$ cat src/rtl/nz_mask_builder_pkg.sv
// Shared types and defaults for the sparse activation path.
// Both the mask builder and the downstream detector use the descriptor struct.
package nz_mask_builder_pkg;

   localparam int N_DEFAULT  = 8;
   localparam int DW_DEFAULT = 16;
   localparam int TW_DEFAULT = 8;
   localparam int CNT_W      = $clog2(N_DEFAULT + 1);

   typedef enum logic {
      FILL = 1'b0,
      HOLD = 1'b1
   } state_t;

   // One tile descriptor as seen on the builder output / detector input.
   typedef struct packed {
      logic [N_DEFAULT-1:0]  mask;
      logic [CNT_W-1:0]      count;
      logic [CNT_W-1:0]      nz_count;
      logic                  last;
      logic [TW_DEFAULT-1:0] tile_idx;
   } tile_desc_t;

endpackage

$ cat src/rtl/nz_popcount.sv
// Combinational population count of a WIDTH-bit vector.
module nz_popcount #(
   parameter int WIDTH = 8
) (
   input  logic [WIDTH-1:0]               bits_i,
   output logic [$clog2(WIDTH+1)-1:0]     count_o
);

   localparam int OW = $clog2(WIDTH + 1);

   // Written as a simple accumulation; synthesis rebalances it into an adder tree.
   always_comb begin
      count_o = '0;
      for (int i = 0; i < WIDTH; i++) begin
         count_o = count_o + OW'(bits_i[i]);
      end
   end

endmodule

$ cat src/rtl/nz_mask_builder.sv
// Packs per-word nonzero flags into N-bit tile masks and emits one descriptor
// per tile, with flush closing a partial tile.
module nz_mask_builder
   import nz_mask_builder_pkg::*;
#(
   parameter int N  = N_DEFAULT,
   parameter int DW = DW_DEFAULT,
   parameter int TW = TW_DEFAULT
) (
   input  logic                       clk,
   input  logic                       rst,
   input  logic                       in_valid,
   output logic                       in_ready,
   input  logic [DW-1:0]              in_data,
   input  logic                       flush,
   output logic                       out_valid,
   input  logic                       out_ready,
   output logic [N-1:0]               out_mask,
   output logic [$clog2(N+1)-1:0]     out_count,
   output logic [$clog2(N+1)-1:0]     out_nz_count,
   output logic                       out_last,
   output logic [TW-1:0]              out_tile_idx
);

   localparam int CW = $clog2(N + 1);

   state_t          state_q;
   logic [CW-1:0]   cnt_q;
   logic [N-1:0]    mask_q;
   logic            outValid_q;
   logic [N-1:0]    outMask_q;
   logic [CW-1:0]   outCount_q;
   logic [CW-1:0]   outNz_q;
   logic            outLast_q;
   logic [TW-1:0]   outIdx_q;

   logic            accept;
   logic [N-1:0]    wordBit;
   logic [N-1:0]    mask_d;
   logic [CW-1:0]   cnt_d;
   logic            closeTile;
   logic [CW-1:0]   nzCount_d;

   assign in_ready = (state_q == FILL) || ((state_q == HOLD) && out_ready);
   assign accept   = in_valid && in_ready;

   // The working mask is cleared on entry to HOLD, so the same fill path
   // drops a word accepted during HOLD into bit 0 of the next tile.
   always_comb begin
      wordBit   = {{(N-1){1'b0}}, |in_data} << cnt_q;
      mask_d    = accept ? (mask_q | wordBit) : mask_q;
      cnt_d     = cnt_q + CW'(accept);
      closeTile = (state_q == FILL) &&
                  ((accept && (cnt_q == CW'(N-1))) || (flush && (cnt_d != '0)));
   end

   nz_popcount #(.WIDTH(N)) uPopcount (
      .bits_i  (mask_d),
      .count_o (nzCount_d)
   );

   // Tile FSM: FILL collects words, HOLD presents the descriptor until taken.
   always_ff @(posedge clk or posedge rst) begin
      if (rst) begin
         state_q    <= FILL;
         cnt_q      <= '0;
         mask_q     <= '0;
         outValid_q <= 1'b0;
         outMask_q  <= '0;
         outCount_q <= '0;
         outNz_q    <= '0;
         outLast_q  <= 1'b0;
         outIdx_q   <= '0;
      end else begin
         case (state_q)
            FILL: begin
               if (closeTile) begin
                  outMask_q  <= mask_d;
                  outCount_q <= cnt_d;
                  outNz_q    <= nzCount_d;
                  outLast_q  <= flush;
                  outValid_q <= 1'b1;
                  cnt_q      <= '0;
                  mask_q     <= '0;
                  state_q    <= HOLD;
               end else begin
                  cnt_q  <= cnt_d;
                  mask_q <= mask_d;
               end
            end
            HOLD: begin
               if (out_ready) begin
                  outIdx_q   <= outLast_q ? '0 : outIdx_q + TW'(1);
                  outValid_q <= 1'b0;
                  cnt_q      <= cnt_d;
                  mask_q     <= mask_d;
                  state_q    <= FILL;
               end
            end
            default: begin
               state_q <= FILL;
            end
         endcase
      end
   end

   assign out_valid    = outValid_q;
   assign out_mask     = outMask_q;
   assign out_count    = outCount_q;
   assign out_nz_count = outNz_q;
   assign out_last     = outLast_q;
   assign out_tile_idx = outIdx_q;

endmodule

$ cat config.mk
export PLATFORM = sky130hd
export DESIGN_NAME = nz_mask_builder
export DESIGN_NICKNAME = d
export VERILOG_FILES = /design/src/rtl/nz_mask_builder_pkg.sv /design/src/rtl/nz_popcount.sv /design/src/rtl/nz_mask_builder.sv
export SDC_FILE = /design/constraint.sdc
export NUM_CORES = 1
export LEC_CHECK = 0
export CAP_MARGIN = 20
export CORE_UTILIZATION = 49
export CTS_CLUSTER_SIZE = 16
export DETAILED_ROUTE_END_ITERATION = 10
export GPL_ROUTABILITY_DRIVEN = 0
export PLACE_DENSITY = 0.89
export SYNTH_ARGS = -nofsm -noshare
export SYNTH_HDL_FRONTEND = slang
export SYNTH_SLANG_ARGS = --single-unit
$ cat constraint.sdc
create_clock -name clk -period 4.5 [get_ports clk]
set_input_delay 0.675 -clock clk [delete_from_list [all_inputs] [get_ports clk]]
set_output_delay 0.675 -clock clk [all_outputs]
set_load 0.03 [all_outputs]
Word level (Yosys, flattened, before mapping)
Index checks and enable logic that the tools add are counted.
{"block": "word_totals", "regBits": 39, "inputBits": 21, "elab_cells": 50}
{"block": "classes", "addsub": 9, "n_eq_ne": 3, "shift": 1, "mux": 14, "bitwise_logic": 2, "reduce_logical": 12}
{"cell": "$mux 8", "count": 4}
{"cell": "$add 4x1->4", "count": 7}
{"cell": "$pmux 8 s2", "count": 1}
{"cell": "$reduce_or 16->1", "count": 1}
{"cell": "$add 8x1->8 const B", "count": 1}
{"cell": "$mux 4", "count": 2}
{"cell": "$or 8x8->8", "count": 1}
{"cell": "$pmux 4 s2", "count": 1}
{"cell": "$shl 1x4->8", "count": 1}
{"cell": "$reduce_and 2->1", "count": 3}
{"cell": "$logic_and 1x1->1", "count": 5}
{"cell": "$eq 4x3->1 const B", "count": 1}
{"cell": "$mux 1", "count": 4}
{"cell": "$ne 2x2->1 const B", "count": 2}
{"cell": "$pmux 1 s2", "count": 2}
{"cell": "$reduce_bool 4->1", "count": 1}
{"cell": "$add 1x1->2", "count": 1}
{"cell": "$logic_or 1x1->1", "count": 2}
{"cell": "$not 1->1", "count": 1}

Longest topological paths before layout
{"block": "logic_depth", "ltp_word": 11, "mapped_depth": 14}

Cells and area by module
From an unflattened synthesis, not the netlist that was laid out.
{"block": "hier_totals", "cells_unflattened": 178, "area_unflattened_um2": 2003.2}
{"module": "nz_mask_builder", "n_inst": 1, "cells_each": 154, "area_per_inst_um2": 1813.0}
{"module": "nz_popcount", "n_inst": 1, "cells_each": 24, "area_per_inst_um2": 190.2}

Worst setup path after synthesis
No wires, ideal clock.
{"block": "synth_path", "path_kind": "input to register", "startpoint": "input port in_data[14]", "endpoint": "register outNz_q[2] (netlist: out_nz_count[2])", "arrival_time_ns": 3.702, "required_time_ns": 4.375, "slack_ns": 0.673, "path_stages": 13, "path_buffers": 0, "path_cell_list": "nor4_1 > nand4_1 > a31o_2 > ha_1 > inv_1 > fa_1 > fa_1 > inv_1 > fa_1 > inv_1 > fa_1 > xnor2_1 > mux2_2"}
{"block": "synth_via", "elab_chain_cells": 11}
{"item": "from (decl)", "line_no": "nz_mask_builder.sv:14", "rtl": "input logic [DW-1:0] in_data,"}
{"item": "$reduce_or 16->1", "line_no": "nz_mask_builder.sv:50", "rtl": "wordBit = {{(N-1){1'b0}}, |in_data} << cnt_q;"}
{"item": "$shl 1x4->8", "line_no": "nz_mask_builder.sv:50"}
{"item": "$or 8x8->8", "line_no": "nz_mask_builder.sv:51", "rtl": "mask_d = accept ? (mask_q | wordBit) : mask_q;"}
{"item": "$mux 8", "line_no": "nz_mask_builder.sv:51"}
{"item": "named net mask_d[0]", "line_no": "nz_mask_builder.sv:39", "rtl": "logic [N-1:0] mask_d;"}
{"item": "$add 1x1->2", "line_no": "nz_popcount.sv:15", "rtl": "count_o = count_o + OW'(bits_i[i]);"}
{"item": "$add 4x1->4 (6 in series)", "line_no": "nz_popcount.sv:15"}
{"item": "to (signal assigned)", "line_no": "nz_mask_builder.sv:80", "rtl": "outNz_q <= nzCount_d;"}
{"item": "to (decl)", "line_no": "nz_mask_builder.sv:33", "rtl": "logic [CW-1:0] outNz_q;"}
The timed path passes the listed nets, and every way through them passes these cells.
A chain may end at the register's enable or synchronous reset.

Worst setup path in the final report
Same ends and word-level chain as after synthesis.

==> parameters.txt <==
Parameter                              Value

Status
  Run status    completed

Worst setup path
  Startpoint type of the worst setup path    input pin
  Classification of the worst setup path    in2reg
  Required time of the critical path    4.67 ns
  Worst-path fanout max    8
  Endpoint class of the critical path    flip-flop
  Critical path data arrival time    4.40 ns

Synthesis
  Flops & latches, synth    39
  Area share of fa/ha/maj cells after synthesis    0.0802
  Share of flip-flops with an asynchronous set or reset    1.00
  Post-synthesis mux area share    0.106
  Synth Warn #    0
  Largest family of logic cells by synthesized area    simple AND/OR/NAND/NOR gates
  Largest cells by area after synthesis    sky130_fd_sc_hd__dfrtp_1 (50%), sky130_fd_sc_hd__mux2_2 (7.0%), sky130_fd_sc_hd__fa_1 (4.1%)
  Unique cell type count in the Yosys netlist    36
  Post-synthesis compound-gate area fraction    0.0808
  Mean instance size in the synthesized netlist    11.2 sq um
  Number of enable-type register cells in the synthesized netlist    0
  Number of instances in the synthesized netlist    173
  Most area-hungry cell type in the Yosys netlist    sky130_fd_sc_hd__dfrtp_1
  Main flop type after synthesis    sky130_fd_sc_hd__dfrtp_1
  Post-Synthesis Cell Area    1940 sq um
  Commonest cells post-synth    sky130_fd_sc_hd__dfrtp_1 (39), sky130_fd_sc_hd__inv_1 (14), sky130_fd_sc_hd__nand2_1 (14), sky130_fd_sc_hd__mux2_2 (12)
  Sequential cell area fraction in the yosys report    0.504
  Synthesized-area fraction occupied by xor and xnor cells    0.0317
  Most common cell in the netlist    sky130_fd_sc_hd__dfrtp_1
  Mapped Nets    204
  Top-area cell type share of the netlist area    0.504
  Simple-gate area share of the yosys netlist    0.144

Global route
  Vias in the first global route    1440
  Global-route track usage on met3    0.0634
  Number of antenna violations at the first check in global routing    0
  Met1 demand-to-capacity share in global routing    0.256
  Global-route wire length before repair    6590 microns
  Most crowded layer after global routing    met2
  Total routing usage reported by global routing    0.209
  Final global-route overflow total    0
  Largest net degree at the start of global routing    40
  Met2 layer usage reported by global route    0.342

Die
  Initial core utilization    0.521
  Number of rows created at floorplan    22
  Y dimension of the die    64.9 microns
  Floorplan Core Area    3720 sq um
  Horiz. Die Dim    64.9 microns
  Area enclosed by the die boundary    4210 sq um
  Ports    48

Placement
  Dpl cell area    2460 sq um
  Placement-stage worst setup slack    -0.0176 ns
  Count of input and output buffers    47
  DP HPWL    2810 microns

Flow run
  MaxCap Viol Count    0

Clocking
  Number of H-tree branching levels    2
  Buffer cell driving the clock tree root    sky130_fd_sc_hd__clkbuf_8
  Total clock buffers created by CTS    5
  Clock tree from TritonCTS    done
  Clock-pin slew of the registers on the worst-case setup and hold paths    0.07 ns
  Post-CTS repair timing setup buffer count    0
  Number of buffers added to fix hold violations after cts    0
  Max Buffers Root-to-Sink    2
  Quantity of gates resized following cts    0
  Clock latency at the later pin of the worst-skew pair    0.29 ns
  Number of clock sinks    39

Timing
  Skew final    0.00305 ns
  Hold_ws    0.491 ns
  Fin Setup TNS    0 ns
  Number of hold violations in the final report    0
  Ratio of final minimum period to clock period    0.939
  Setup violators final    0
  Unrepaired setup endpoints after global routing    false
  Final worst slack    0.276 ns
  Final Critical Period    4.22 ns
  Measured slew at the worst slew-check pin    0.487 ns
  Peak clock frequency supported by timing    0.237 GHz
  Number of slew-limit violations in the final report    0
  Max-slew headroom at the worst pin    0.675

Route
  Number of optimization iterations in the first detailed-route pass    4
  Post-route DRC violation count    0
  Final routed wire length divided by cell count    13.8 microns
  Number of antenna-violating nets in the routed design    0
  Total length of routed wires    3740 microns
  Number of vias after detailed routing    1418
  Via density    5.21
  Drt first-iter violations    117

Power and ir drop
  Worst IR Drop VDD    0.426 mV
  Pwr per Cell Area    671 nW/um^2
  Leakage Power    1.16 nW

Final layout
  Final design area excluding fillers    2560 sq um
  Net total in the final layout    254
  Fraction of final layout cells with drive strength greater than 1    0.129
  Count of antenna diodes in the layout    0
  Register Area    976 sq um
  Filler cells    305
  P&R area growth vs syn    32.1%
  Total area of multi-input combinational cells    868 sq um

Min path
  Hold Crit Class    reg2reg
-- area by class of cell --
| type | count | area share |
|---|---|---|
| clock buffer | 8 | 0.0392 |
| inverter | 15 | 0.0230 |
| multi-input combinational | 112 | 0.340 |
| sequential | 39 | 0.382 |
| tap | 48 | 0.0235 |
| timing repair buffer | 50 | 0.193 |
-- report_power, final --
group	total, mW	switching [mW]	internal [mW]
clock network	0.252	0.112	0.140
registers	0.578	0.105	0.473
logic	0.887	0.482	0.405
-- worst paths after layout --
check | startpoint | end | slack, ns | depth (start not counted)
min in group asynchronous | rst | out_nz_count[3] | 0.79 | 3
min | out_valid | out_valid | 0.49 | 1
max reg2reg | state_q | out_nz_count[2] | 0.90 | 13
min reg2reg | out_valid | out_valid | 0.49 | 1
max | in_data[14] | out_nz_count[2] | 0.28 | 14
max in group asynchronous | rst | cnt_q[0] | 3.37 | 3
-- sequential cells by signal, indices dropped and copies added (netlist names) --
name,cells
out_valid,1
out_tile_idx,8
state_q,1
cnt_q,4
out_nz_count,4
mask_q,8
out_mask,8
out_count,4
out_last,1
-- cell families after synthesis --
logic type                 after synthesis
and+or+nand+nor                         53
muxes                                   19
xor gates and xnor gates                 7
buffers and inverters                   22
adders and majority gates               10
DFF                                     39
AOI/OAI and AO/OA                       23
-- stage by stage --
stage | util | instances | total power [mW]
floorplan | - | 173 | 1.18
global placement | 0.661 | 264 | 1.45
detailed placement | 0.661 | 264 | 1.47
CTS | 0.688 | 272 | 1.74
global route | 0.688 | 272 | 1.85
finish | 0.688 | 272 | 1.72
-- per-layer routing --
| layer | up-vias | routed length (microns) |
|---|---|---|
| met4 | 0 | 42 |
| li1 | 697 | - |
| met2 | 31 | 1880 |
| met1 | 685 | 1670 |
| met5 | - | 0 |
| met3 | 5 | 148 |
-- worst max-delay path, stage by stage --
cell                              delay, ns
sky130_fd_sc_hd__clkdlybuf4s50_1       0.42
sky130_fd_sc_hd__nor4_1                0.33
sky130_fd_sc_hd__nand4_1               0.34
sky130_fd_sc_hd__a31o_2                0.36
sky130_fd_sc_hd__ha_1                  0.28
sky130_fd_sc_hd__inv_1                 0.04
sky130_fd_sc_hd__fa_1                  0.49
sky130_fd_sc_hd__fa_1                  0.41
sky130_fd_sc_hd__inv_1                 0.07
sky130_fd_sc_hd__fa_1                  0.17
sky130_fd_sc_hd__inv_1                 0.05
sky130_fd_sc_hd__fa_1                  0.37
sky130_fd_sc_hd__xnor2_1               0.13
sky130_fd_sc_hd__mux2_2                0.26
-- cell usage in the layout, fill, tap and decap left out, types with 6 or more instances in the layout --
master	netlist	routed
sky130_fd_sc_hd__inv_1	14	14
sky130_fd_sc_hd__mux2i_1	7	7
sky130_fd_sc_hd__xor2_1	6	6
sky130_fd_sc_hd__nor2_1	6	6
sky130_fd_sc_hd__ha_1	6	6
sky130_fd_sc_hd__nor4_1	6	6
sky130_fd_sc_hd__dfrtp_1	39	39
sky130_fd_sc_hd__mux2_2	12	12
sky130_fd_sc_hd__nand2_1	14	14
sky130_fd_sc_hd__clkdlybuf4s50_1	0	47
sky130_fd_sc_hd__nor2b_1	7	7
sky130_fd_sc_hd__a21oi_1	6	6
sky130_fd_sc_hd__clkbuf_8	0	7
No activity file was read; power rests on OpenSTA's default activity.
